File: config.mk
export PLATFORM = sky130hd
export DESIGN_NAME = dmem_arbiter
export DESIGN_NICKNAME = d
export VERILOG_FILES = /design/src/rtl/dmem_arbiter.sv
export SDC_FILE = /design/constraint.sdc
export NUM_CORES = 1
export LEC_CHECK = 0
export CAP_MARGIN = 20
export CORE_UTILIZATION = 44
export CTS_CLUSTER_SIZE = 8
export DETAILED_ROUTE_END_ITERATION = 6
export HOLD_SLACK_MARGIN = 0.1
export PLACE_DENSITY_LB_ADDON = 0.08
export SYNTH_ARGS = -nofsm -noshare
export SYNTH_HDL_FRONTEND = slang
export SYNTH_SLANG_ARGS = --single-unit
File: constraint.sdc
create_clock -name i_clk -period 4 [get_ports i_clk]
set_clock_uncertainty 0.2 [all_clocks]
set_input_delay 0.4 -clock i_clk [delete_from_list [all_inputs] [get_ports i_clk]]
set_output_delay 0.4 -clock i_clk [all_outputs]
set_load 0.01 [all_outputs]
File: src/rtl/dmem_arbiter.sv
// Round-robin arbiter and fixed-latency access sequencer sharing one data memory
// between the CPU load/store path and a DMA/loader port.
module dmem_arbiter #(
    parameter int MEM_LAT = 2,
    parameter int AW      = 32,
    parameter int DW      = 32
) (
    input  logic          i_clk,
    input  logic          i_rst_n,
    // CPU port
    input  logic          i_cpu_req,
    input  logic          i_cpu_we,
    input  logic [AW-1:0] i_cpu_addr,
    input  logic [DW-1:0] i_cpu_wdata,
    output logic [DW-1:0] o_cpu_rdata,
    output logic          o_cpu_done,
    output logic          o_cpu_stall,
    // DMA port
    input  logic          i_dma_req,
    input  logic          i_dma_we,
    input  logic [AW-1:0] i_dma_addr,
    input  logic [DW-1:0] i_dma_wdata,
    output logic [DW-1:0] o_dma_rdata,
    output logic          o_dma_done,
    // memory side
    output logic [AW-1:0] o_mem_addr,
    output logic [DW-1:0] o_mem_wdata,
    output logic          o_mem_read,
    output logic          o_mem_write,
    input  logic [DW-1:0] i_mem_rdata,
    // status
    output logic          o_busy,
    output logic          o_owner
);

    localparam int CW = 4;

    typedef enum logic [1:0] {
        S_IDLE = 2'd0,
        S_BUSY = 2'd1,
        S_RESP = 2'd2
    } state_t;

    state_t        r_state;
    logic [CW-1:0] r_cnt;
    logic          r_last;   // last served port: 0 = CPU, 1 = DMA
    logic          r_owner;
    logic          r_we;
    logic [AW-1:0] r_addr;
    logic [DW-1:0] r_wdata;
    logic          r_mem_read;
    logic          r_mem_write;
    logic          r_cpu_done;
    logic          r_dma_done;
    logic          r_busy;
    logic [DW-1:0] r_cpu_rdata;
    logic [DW-1:0] r_dma_rdata;

    logic w_any_req;
    logic w_gnt_dma;

    assign w_any_req = i_cpu_req | i_dma_req;
    // On a tie the DMA port wins only if the CPU was served last.
    assign w_gnt_dma = i_dma_req & (~i_cpu_req | ~r_last);

    always_ff @(posedge i_clk or negedge i_rst_n) begin
        if (!i_rst_n) begin
            r_state     <= S_IDLE;
            r_cnt       <= '0;
            r_last      <= 1'b1;
            r_owner     <= 1'b0;
            r_we        <= 1'b0;
            r_addr      <= '0;
            r_wdata     <= '0;
            r_mem_read  <= 1'b0;
            r_mem_write <= 1'b0;
            r_cpu_done  <= 1'b0;
            r_dma_done  <= 1'b0;
            r_busy      <= 1'b0;
            r_cpu_rdata <= '0;
            r_dma_rdata <= '0;
        end else begin
            case (r_state)
                S_IDLE: begin
                    if (w_any_req) begin
                        r_owner     <= w_gnt_dma;
                        r_we        <= w_gnt_dma ? i_dma_we    : i_cpu_we;
                        r_addr      <= w_gnt_dma ? i_dma_addr  : i_cpu_addr;
                        r_wdata     <= w_gnt_dma ? i_dma_wdata : i_cpu_wdata;
                        r_mem_read  <= w_gnt_dma ? ~i_dma_we   : ~i_cpu_we;
                        r_mem_write <= w_gnt_dma ? i_dma_we    : i_cpu_we;
                        r_cnt       <= CW'(MEM_LAT - 1);
                        r_busy      <= 1'b1;
                        r_state     <= S_BUSY;
                    end
                end
                S_BUSY: begin
                    if (r_cnt == '0) begin
                        if (!r_we) begin
                            if (r_owner) r_dma_rdata <= i_mem_rdata;
                            else         r_cpu_rdata <= i_mem_rdata;
                        end
                        r_mem_read  <= 1'b0;
                        r_mem_write <= 1'b0;
                        r_cpu_done  <= ~r_owner;
                        r_dma_done  <= r_owner;
                        r_state     <= S_RESP;
                    end else begin
                        r_cnt <= r_cnt - 1'b1;
                    end
                end
                S_RESP: begin
                    r_cpu_done <= 1'b0;
                    r_dma_done <= 1'b0;
                    r_busy     <= 1'b0;
                    r_last     <= r_owner;
                    r_state    <= S_IDLE;
                end
                default: r_state <= S_IDLE;
            endcase
        end
    end

    assign o_mem_addr  = r_addr;
    assign o_mem_wdata = r_wdata;
    assign o_mem_read  = r_mem_read;
    assign o_mem_write = r_mem_write;
    assign o_cpu_done  = r_cpu_done;
    assign o_dma_done  = r_dma_done;
    assign o_cpu_rdata = r_cpu_rdata;
    assign o_dma_rdata = r_dma_rdata;
    assign o_busy      = r_busy;
    assign o_owner     = r_owner;
    assign o_cpu_stall = i_cpu_req & ~r_cpu_done;

endmodule

== Yosys cells after proc, flatten, opt, wreduce, memory -nomap -nowiden ==
Index checks and enable logic that the tools add are counted.
Word-level totals
  input port bits: 166
  output and inout bits: 135
  register bits after elaboration: 142
  logic and storage cells: 65
Cells by class
  add/sub/neg operators: 1
  equality and inequality tests: 5
  muxes and demuxes: 21
  reductions and logical operators: 13
  bitwise logic cells: 11
Operator list (number)
  32-bit 2-to-1 mux: 2
  1-bit one-hot mux with 2 select lines: 5
  1-bit 2-to-1 mux: 8
  4-bit 2-to-1 mux: 2
  4-bit one-hot mux with 2 select lines: 1
  2-bit AND reduction: 4
  4-bit AND reduction: 2
  1-bit NOT: 7
  2-bit != test, second input constant: 3
  3-bit AND reduction: 2
  2-bit nonzero test: 3
  4-bit logical NOT: 1
  2-bit 2-to-1 mux: 2
  2-bit one-hot mux with 2 select lines: 1
  4-bit by 1-bit subtractor with 4-bit output, second input constant: 1
  1-bit AND: 2
  2-bit by 1-bit equality test with 1-bit output, second input constant: 1
  2-bit equality test, second input constant: 1
  2-bit logical NOT: 1
  1-bit bitwise OR: 2

== Longest topological paths before layout ==
Gate-level depths: netlist (run 1).
  word-level depth: 6
  gate-level depth with buffers: 7
  mapped depth without buffers: 5

== Worst setup path after synthesis (run 1) ==
Ideal clock, no wire load.
  kind: reg2reg
  from: reg r_cnt[0]
  to: reg r_cpu_rdata[10], in the netlist o_cpu_rdata[10]
  cell stages (with the launch flop): 8
  clock period less this slack: 2.369 ns
  setup time: 0.125 ns
  arrival: 2.044 ns
  required time: 3.675 ns
  slack: 1.631 ns
  buffers on the path: 2
  path through: dfrtp_1 > inv_1 > ha_1 > or3b_4 > or4_4 > buf_6 > buf_12 > mux2_4
Between the ends
  word-level cells in the longest chain between the ends: 2
Ends and longest elaborated chain
  start: declaration: line 45  | logic [CW-1:0] r_cnt;
  start signal: assignment: line 92  | r_cnt <= CW'(MEM_LAT - 1);
  start signal: assignment: line 109  | r_cnt <= r_cnt - 1'b1;
  4-bit logical NOT: line 98  | if (r_cnt == '0) begin
  4-bit AND reduction (no source line)
  end signal: assignment: line 101  | else r_cpu_rdata <= i_mem_rdata;
  end: declaration: line 56  | logic [DW-1:0] r_cpu_rdata;
Every way passes these cells.
A chain may end at the register's enable or synchronous reset.

== Worst setup path after layout (run 1) ==
  from: reg r_cnt[0]
  to: reg r_cpu_rdata[15], in the netlist o_cpu_rdata[15]
The elaborated chain is that of the path after synthesis.

==> results.txt, run 1 <==
Status: finished, final reports clean
Hold depth: 1
Number of global-route vias before repair: 5,201
Core area: 13,450 um^2
Peak supply drop: 0.3964 mV
Reg2reg path depth: 5
Reg2reg setup slack: 1370 ps
CTS Root Cell: clkbuf_16
Clock latency on the worst-skew pair: 410 ps
Port bufs: 300
Die H: 120.5 um
Logic gate share of total power: 44.0%
Worst-path clk slew: 60 ps
PnR worst setup slack: 1374 ps
Multi-input logic area: 2432 um^2
Most common flop cell mapped by yosys: dfrtp_1
Met3 WL post-DR: 1358 um
Mux contribution to synthesized area: 25.23%
Adder-cell share of the synthesized area: 0.4053%
Top cells by instance count after synthesis: dfrtp_1, o21ai_0, mux2i_1, mux2_2, mux2_4
Post-place setup slack: 1143 ps
WS Path Type: reg -> reg
Final Setup Violations: 0
Initial antenna violation count: 0
Layout cells sized above 1: 14.74%
GP Congestion: 0.7779
Via density: 5.220
Number of antenna-violating nets in the routed design: 0
# Max-Cap Violations: 0
First-pass GRT wire length: 26,160 um
Post-CTS setup buffers: 0
Launch point of the worst path: r_cnt[0]
Final hold violation count: 0
Post-Syn Area per Cell: 12.89 um^2
Minimum clock period: 2626 ps
Final worst-path cycle share: 65.64%
Post-synthesis instance total: 479
Setup crit end kind: flop
Largest cells by area after synthesis: dfrtp_1, mux2i_1, o21ai_0, mux2_4, mux2_2
Post-route DRC violation count: 0
HP Class: reg -> reg
Post-synthesis register bit count: 142
I/O pin count: 301
WL per Instance: 17.72 um
Leakage: 4.310 nW
Final wirelength: 17,070 um
Met1 wire length: 6560 um
Synth Area in Compound Gates: 11.49%
# fillers: 917
Pwr Total: 7.762 mW
Distinct cells, synth: 29
Fin Setup TNS: 0 ps
Maximum clock rate: 380.8 MHz
NetSw: 2.401 mW
Sequential cell area: 3555 um^2
Ys async rst share: 100.0%
Fraction of synthesized cell area in xor and xnor cells: 0%
TritonCTS clock tree: done
Final Net Count: 942
Seq pwr share: 33.1%
FF-to-FF Start: r_cnt[0]
Sequential share of the synthesized area: 57.57%
Effective utilization at floorplan: 45.90%
CP arrival: 2720 ps
Detailed Routing Iterations Pass 1: 4
RSZ-0062 raised after global routing: false
Critical path required time: 4090 ps
Hold Path Origin: r_cnt[3]
Depth of the CTS H-tree: 4
Post-Syn Nets: 647
Most frequent cell after synthesis: dfrtp_1
Final Slew Violations: 0
Worst slew margin: 31.88%
Post-Syn Area: 6175 um^2
PwrDens: 775.2 nW/um^2
Worst-margin pin slew: 1022 ps
Initial DRC count: 233
Yosys top cell area share: 57.14%
Core Util, Final: 74.42%
Ys Warns: 0
Total GRT Usage: 23.49%
Int Pwr: 5.361 mW
DR top layer: met4
Largest area contributor in the netlist: dfrtp_1
Max Root-Sink Buffers: 2
Largest family of logic cells by synthesized area: multiplexers
Largest net degree at the start of global routing: 92
Clock Sinks: 142
Antenna cells: 0
Total grt overflow: 0
Area Growth Syn to Fin: 62.15%
Final HPWL DP: 12,050 um
CTS Buf Count: 17
Die width: 120.5 um
Clock power frac: 22.9%
Post-Synth Simple-Gate Area: 1.966%
CP Launch Type: flop
Vias after detailed routing: 5,027
Post-synth EDFFs: 0
Switch share: 30.93%
Die ar.: 14,510 um^2
Met2 wire length: 8710 um
CP Max Fanout: 32
Cell row count: 42
## worst max-delay path, cell delays in order, from the launching register on
cell	delay (ps)
dfrtp_1	410
inv_1	100
ha_1	160
or3b_4	420
or4_4	800
mux2_4	400
## cell families after synthesis
| logic type | after synthesis |
|---|---|
| AO/OA/AOI/OAI | 139 |
| adder cells (fa/ha/maj) | 2 |
| buffers and inverters | 39 |
| flip-flops | 142 |
| multiplexers | 136 |
| AND/OR/NAND/NOR | 21 |
## final timing paths
check	end
worst max register to register	o_cpu_rdata[15]
worst min register to register	r_cnt[3]
max in group asynchronous	o_mem_wdata[17]
worst max-delay path	o_cpu_rdata[15]
worst min-delay path	r_cnt[3]
min in group asynchronous	o_dma_rdata[16]
## metrics by stage
| step | hold WS [ps] | area (um^2) | std cells |
|---|---|---|---|
| CTS | 302.0 | 9992 | 962 |
| global route | 315.9 | 10010 | 963 |
| floorplan | -95.59 | 6175 | 479 |
| global placement | 280.3 | 9310 | 929 |
| finish | 297.6 | 10010 | 963 |
| detailed placement | 289.9 | 9310 | 929 |
## layer usage
metal	vias to the layer above	GRT usage [%]
met5	-	0
met4	0	9.182
met3	31	7.877
met2	213	41.06
met1	2472	26.34
li1	2311	-
## power by group through the flow
| stage | clock (mW) | sequential (mW) | combinational (mW) |
|---|---|---|---|
| 2_1_floorplan | 0 | 2.84 | 1.22 |
| 6_report | 1.78 | 2.57 | 3.41 |
| 5_1_grt | 1.86 | 2.65 | 3.65 |
| 4_1_cts | 1.81 | 2.57 | 3.42 |
| 3_3_place_gp | 0 | 2.53 | 3.33 |
| 3_5_place_dp | 0 | 2.58 | 3.39 |
## final cells by class
class	count	share of cell area, %
flip-flops and latches	142	35.50
clock inverters	11	2.112
well taps	176	2.199
repair buffers	312	31.18
inverters	3	0.1125
multi-input cells	298	24.29
clock buffers	21	4.599
## cell usage in the layout, fill, tap and decap left out, types with 2 or more instances in the layout
cell               n
buf_4              9
mux2_4            30
nand2b_1           2
mux2i_1           69
dfrtp_1          141
clkbuf_8           2
nand3_1            4
mux2_2            37
clkinv_2           3
bufinv_16          6
o21ai_0          133
ha_1               2
clkbuf_16         17
clkdlybuf4s50_1  299
inv_1              3
o22ai_1            2
or2_2              2
nor2_1             3
buf_12             2
o21a_1             2
nor2b_1            2
clkbuf_1           2
nand2_1            2
## registers in the layout, indices dropped and copies added, names as in the netlist
signal	flops
o_cpu_rdata	32
o_dma_rdata	32
o_mem_addr	32
o_mem_wdata	32
r_cnt	4
r_state	2
o_busy	1
o_cpu_done	1
o_dma_done	1
o_mem_read	1
o_mem_write	1
o_owner	1
r_last	1
r_we	1
## timing repair
| action | CTS | global route |
|---|---|---|
| hold buffers | 1 | 0 |
| gates resized for setup | 0 | 0 |
| hold endpoints to repair | 88 | 0 |
Note: power is estimated with default switching activity, not from simulation.
==> run 2: changes to the inputs <==
--- a/config.mk
+++ b/config.mk
@@ -6,7 +6,7 @@
 export NUM_CORES = 1
 export LEC_CHECK = 0
 export CAP_MARGIN = 20
-export CORE_UTILIZATION = 44
+export CORE_UTILIZATION = 41
 export CTS_CLUSTER_SIZE = 8
 export DETAILED_ROUTE_END_ITERATION = 6
 export HOLD_SLACK_MARGIN = 0.1
==> constraint.sdc (replaced) <==
create_clock -name i_clk -period 2.73 [get_ports i_clk]
set_clock_uncertainty 0.2 [all_clocks]
set_input_delay 0.273 -clock i_clk [delete_from_list [all_inputs] [get_ports i_clk]]
set_output_delay 0.273 -clock i_clk [all_outputs]
set_load 0.01 [all_outputs]
==> run 2 against run 1 <==
  * Count of clock-buffer cells in the layout is 6 higher
  * Combinational power is 45% higher
  * Maximum frequency is 3.8% higher
  * First-iteration DRC count is 3.9% higher
  * Global-route usage is 1.5 points lower
  * Final cell count is 0.73% higher
  * Register-to-register slack worse by 1200 ps
  * Wire length is 2.7% lower
  * Clock power is 28% higher
  * Via count is 1.8% lower
  * Critical path type unchanged
==> results.txt, run 2 (synthesis gave the netlist of run 1 again) <==
Status: finished, final reports clean
CP Launch Type: flop
Core Util, Final: 68.17%
Max Root-Sink Buffers: 2
Post-CTS setup buffers: 0
TritonCTS clock tree: done
Most frequent cells in the layout: clkdlybuf4s50_1, dfrtp_1, o21ai_0
Detailed Routing Iterations Pass 1: 4
Port bufs: 300
Peak supply drop: 0.5154 mV
Critical path required time: 2820 ps
Die ar.: 15,560 um^2
Final worst-path cycle share: 92.69%
Number of global-route vias before repair: 5,189
Final Setup Violations: 0
Vias after detailed routing: 4,937
Multi-input logic area: 2432 um^2
Post-route DRC violation count: 0
Maximum clock rate: 395.2 MHz
CTS Buf Count: 17
CTS Root Cell: clkbuf_16
Depth of the CTS H-tree: 4
Via density: 5.090
Worst-path clk slew: 60 ps
Area Growth Syn to Fin: 61.07%
Total grt overflow: 0
GP Congestion: 0.7525
Initial DRC count: 242
HP Class: in -> async
First-pass GRT wire length: 26,610 um
Final Slew Violations: 0
Worst slew margin: 31.97%
# fillers: 1,081
WL per Instance: 17.12 um
Final wirelength: 16,610 um
Die H: 124.7 um
I/O pin count: 301
Core area: 14,590 um^2
Die width: 124.7 um
RSZ-0062 raised after global routing: false
Fin Setup TNS: 0 ps
WS Path Type: reg -> reg
Final Net Count: 941
Most common cell after layout, fill and taps aside: clkdlybuf4s50_1
CP Max Fanout: 27
Sequential cell area: 3555 um^2
Setup crit end kind: flop
Final HPWL DP: 12,020 um
Layout cells sized above 1: 14.25%
Largest net degree at the start of global routing: 84
Total GRT Usage: 21.99%
Effective utilization at floorplan: 42.32%
Reg2reg path depth: 6
PwrDens: 1105 nW/um^2
Initial antenna violation count: 0
CP arrival: 2630 ps
Minimum clock period: 2530 ps
Leakage: 4.271 nW
Clock Sinks: 142
Cell row count: 44
Final hold violation count: 0
Number of antenna-violating nets in the routed design: 0
Worst-margin pin slew: 1020 ps
Clock latency on the worst-skew pair: 410 ps
# Max-Cap Violations: 0
Antenna cells: 0
## run 2: cell types whose count changed in the layout (fill, tap and decap cells not counted)
cell	previous run	this run
clkbuf_1	2	5
buf_12	2	3
bufinv_16	6	2
clkbuf_8	2	5
buf_4	9	7
clkinv_2	3	2
clkinv_4	1	0
## run 2: layer usage
layer	share of wire, %	GRT usage (%)
met1	38	24.56
met2	51	37.24
met3	8.2	8.419
met4	2.4	9.426
met5	0	0
## run 2: power by group
group	switching, mW	internal, mW
clock network	0.817	1.46
logic	2.05	2.91
registers	0.576	3.17
total	3.44	7.55
## run 2: final timing paths
| path | start | end | slack [ps] |
|---|---|---|---|
| worst min register to register | o_cpu_rdata[0] | o_cpu_rdata[0] | 300 |
| worst min-delay path | i_rst_n | o_cpu_rdata[16] | 270 |
| min in group i_clk | i_cpu_wdata[12] | o_mem_wdata[12] | 280 |
| max in group asynchronous | i_rst_n | o_dma_rdata[14] | 1310 |
| worst max-delay path | r_cnt[0] | o_cpu_rdata[2] | 200 |
| worst max register to register | r_cnt[0] | o_cpu_rdata[2] | 200 |
## run 2: worst max-delay path: stages, from the launching register on
cell and delay (ps):
dfrtp_1 410, inv_1 90, ha_1 170, or3b_4 410, or4_4 590, buf_12 230
mux2_4 310
## run 2: metrics by stage
| stage | total power [mW] | hold slack (ps) | instance area (um^2) | setup slack [ps] | cells |
|---|---|---|---|---|---|
| after floorplan | 5.955 | -222.6 | 6175 | 360.8 | 479 |
| after global placement | 8.634 | 153.8 | 9345 | 284.9 | 937 |
| after detailed placement | 8.779 | 177.4 | 9345 | 210.3 | 937 |
| after CTS | 11.12 | 273.8 | 9946 | 181.2 | 970 |
| after global routing | 11.65 | 291.1 | 9946 | 113.8 | 970 |
| final | 10.99 | 271.1 | 9946 | 199.6 | 970 |
## run 2: area by class of cell
type	count	share of cell area [%]
repair buffers	311	31.44
multi-input cells	298	24.46
flip-flops and latches	142	35.74
inverters	3	0.1132
clock buffers	27	5.158
clock inverters	5	0.7800
well taps	184	2.315
## run 2: what timing repair did
item                                   in CTS  in global routing
gates resized for setup                     0                  0
endpoints found under the hold margin      80                  0
hold buffers                                1                  0
==> RTL edit 1 (settings of run 1) <==
Make the reset (`i_rst_n`) synchronous in one clocked block.
--- a/src/rtl/dmem_arbiter.sv
+++ b/src/rtl/dmem_arbiter.sv
@@ -65,3 +65,3 @@
 
-    always_ff @(posedge i_clk or negedge i_rst_n) begin
+    always_ff @(posedge i_clk) begin
         if (!i_rst_n) begin
Function: differs if i_rst_n is asserted again (counterexample within 4 cycles, from zero or initial values and one cycle with i_rst_n low); with i_rst_n held inactive, the same outputs for 4 cycles.
==> RTL edit 1 against run 1 <==
  * Area after synthesis down 1.9%
  * Critical path depth unchanged
  * Non-clock buffer count down 2
  * Wire length up 9.7%
  * Final area down 2.5%
  * Setup slack better by 0.21 ns
  * Hold slack worse by 0.039 ns
  * Sequential cell count unchanged
  * Count of clock-buffer cells in the layout up 1
  * Critical path type is now input pin to flip-flop
  * Largest cell class is now buffers
Power is not compared: it rests on default switching activity, and its combinational part moved more than twofold at a synthesized area within 25%.
==> RTL edit 1: results (changes against run 1) <==
metric,value,unit,change
status,"finished, final reports clean",,
wl_met2,9570,µm,+9.9%
worstPathMaxFanout,35,,+9.4%
maxSlewHeadroom,0.280,,-0.0388
seq_cell_count,142,,unchanged
wl_met3,1530,µm,+13%
cp_top_family,compound AO/OA/AOI/OAI gates,,
final-clk-cell-share,0.0635,,-0.00365
grt_max_degree,77,,-16%
use_met3,0.0824,,+0.00360
fin_nets,1014,,+7.6%
multiInputGateArea,0.00297,mm²,+22%
grt_pass1_wl,28900,µm,+10%
buf_share,0.317,,+0.00560
grt_pass1_vias,5672,,+9.1%
nonClockInverterCount,4,,+1
vias,5620,,+12%
synth-adder-area-share,0.00413,,+0.0000770
seq_area,0.00284,mm²,-20%
wl_met1,7060,µm,+7.7%
grt_use_total,0.260,,+0.0252
ys.flop_type,dfxtp_1,,
wl,18700,µm,+9.7%
pg_clk,1.62,mW,
synthTopCellsByArea,"dfxtp_1 47%, mux2i_1 11%, o2bb2ai_2 8.4%",,
grt_util_met2,0.465,,+0.0542
num-nonclk-buffers,310,,-0.64%
ys_top_cells_by_count,"142 x dfxtp_1, 67 x o21ai_0, 66 x mux2i_1, 66 x nand3_1, 41 x a21boi_0",,
routabilityCongestion,0.812,,+4.4%
hold_buffers,0,,-1
slowest_stage,o21a_2,,
fillers,990,,+8.0%
worstPathArrival,2.55,ns,-0.17 ns
nClkBuffers,22,,+4.8%
async_flop_share,0,,-1.00
drive_above_1_share,0.0966,,-0.0508
multi_input_comb_cells,371,,+24%
synth-compound-area-share,0.285,,+0.170
max_stage_delay,0.76,ns,-0.04 ns
syn_avg_cell_area,10.5,µm²,-18%
use_met1,0.278,,+0.0145
viasPerCell,5.43,,+4.0%
postCtsSetupBuffers,0,,unchanged
grt_busiest_layer,met2,,
drt_iter0_drc,367,,+58%
place_hpwl,13300,µm,+10%
yosysSeqAreaShare,0.469,,-0.107
yosysUniqueCellTypes,42,,+45%
synthMuxAreaShare,0.109,,-0.143
==> RTL edit 1: cell types whose count changed after synthesis, sizes merged, moves of 3 or more <==
cell and change:
dfxtp +142, mux2 -67, mux2i -3, o2bb2ai +65, clkbuf +12, dfrtp -141
or3 +3, buf +11, nand3 +62, a21boi +67, o21ai -66
==> RTL edit 1: worst paths after layout <==
check | startpoint | cells after the start | end | slack (ns)
hold / removal | o_mem_wdata[22] | 1 | o_mem_wdata[22] | 0.26
hold reg to reg | o_mem_wdata[22] | 1 | o_mem_wdata[22] | 0.26
setup / recovery | i_cpu_req | 5 | o_mem_wdata[16] | 1.58
setup reg to reg | r_state[1] | 4 | o_mem_wdata[16] | 1.70
==> RTL edit 1: per-stage QoR <==
stage,cell area [µm²],power [mW],worst slack (ns)
3_5_place_dp,9140,2.59,1.15
6_report,9760,4.18,1.58
2_1_floorplan,6060,2.08,2.13
3_3_place_gp,9120,2.55,1.19
4_1_cts,9760,4.22,1.57
5_1_grt,9760,4.36,1.45
==> RTL edit 2 (settings of run 1) <==
Made on the original files. The parameter `AW` goes from 32 to 48.
--- a/src/rtl/dmem_arbiter.sv
+++ b/src/rtl/dmem_arbiter.sv
@@ -4,3 +4,3 @@
     parameter int MEM_LAT = 2,
-    parameter int AW      = 32,
+    parameter int AW      = 48,
     parameter int DW      = 32
Interface: changed (resized i_cpu_addr, i_dma_addr and o_mem_addr); port bits go from 301 to 349. No check against the original RTL was run, so the function may have changed too.
==> RTL edit 2 against run 1 <==
  * Area after synthesis grew 12%
  * Final area grew 11%
  * First-iteration DRC count grew 37%
  * Cell count grew 15%
  * Setup slack gained 0.016 ns
  * Power grew 5.3%
  * Critical path depth is the same
  * Wire length grew 20%
  * Sequential cell count grew 16
  * Combinational power grew 13%
  * Critical endpoint is now o_cpu_rdata[21]
==> RTL edit 2: results (changes against run 1) <==
metric,value,unit,change
status,"finished, final reports clean",,
drive_above_1_share,0.129,,-0.0185
synthMuxAreaShare,0.246,,-0.00607
wire_per_inst,18.5,µm,+4.2%
syn_nets,753,,+16%
p_leak,4.77,nW,+11%
seq_area,0.00396,mm²,+11%
grt_pass1_vias,5929,,+14%
internal_power,5.42,mW,+1.0%
fillers,1032,,+13%
place_ws,1.10,ns,-0.0428 ns
dpl_cell_area,0.0106,mm²,+14%
fin_nets,1087,,+15%
slowest_stage,or4_4,,
async_flop_share,1.00,,unchanged
yosysSeqAreaShare,0.571,,-0.00511
worst_pin_slew,0.953,ns,-0.0685 ns
worstPathArrival,2.71,ns,about the same
grt_use_total,0.256,,+0.0208
syn_avg_cell_area,12.5,µm²,-2.8%
grt_max_degree,94,,+2.2%
numPortBuffers,348,,+16%
synth-compound-area-share,0.126,,+0.0115
peakVddDrop,0.000397,V,about the same
synth-adder-area-share,0.00361,,-0.000443
routabilityCongestion,0.793,,+2.0%
hold_start,o_busy,,
drt_iter0_drc,319,,+37%
-- RTL edit 2: cell types whose count changed after synthesis, moves of 2 or more --
cell	change
o21ai_0	+30
dfrtp_1	+16
mux2i_1	+16
clkbuf_1	+6
buf_2	+5
buf_1	-3
o21ai_1	+3
nand2_1	+2
-- RTL edit 2: cell type report --
class | instances | share of cell area
clock buffers | 18 | 0.0393
multi-input cells | 348 | 0.248
well taps | 211 | 0.0237
repair buffers | 359 | 0.324
inverters | 3 | 0.00101
clock inverters | 14 | 0.00975
flip-flops and latches | 158 | 0.354
-- RTL edit 2: repair_timing --
action | 4_1_cts | 5_1_grt
buffers inserted | 0 | 0
endpoints found under the hold margin | 91 | 0
hold buffers | 1 | 0
setup endpoints to repair | 0 | 0
-- RTL edit 2: worst paths after layout --
path	endpoint	slack, ns	cells past startpoint
worst max-delay path	o_cpu_rdata[21]	1.39	5
worst min-delay path	o_busy	0.28	2
worst max register to register	o_cpu_rdata[21]	1.39	5
worst min register to register	o_busy	0.28	2
max in group asynchronous	o_dma_rdata[31]	2.32	3
min in group asynchronous	o_cpu_rdata[8]	0.40	2
-- RTL edit 2: layer usage --
layer  track usage  part of all wire  vias up
met1         0.295              0.38     2805
met2         0.448              0.53      239
li1              -                 -     2655
met5             0                 0        -
met3        0.0695             0.063       33
met4         0.105             0.029        0
-- RTL edit 2: worst register-to-register path, stage by stage, from the launching register on --
cell	delay, ns
dfrtp_1	0.40
inv_1	0.09
ha_1	0.17
or3b_4	0.41
or4_4	0.80
mux2_4	0.42
-- RTL edit 2: power groups by stage --
stage	Combinational [mW]	Clock [mW]	Sequential (mW)
floorplan	1.35	0	3.16
global placement	3.77	0	2.81
detailed placement	3.85	0	2.85
CTS	3.88	1.52	2.84
global route	4.12	1.59	2.94
finish	3.84	1.49	2.84
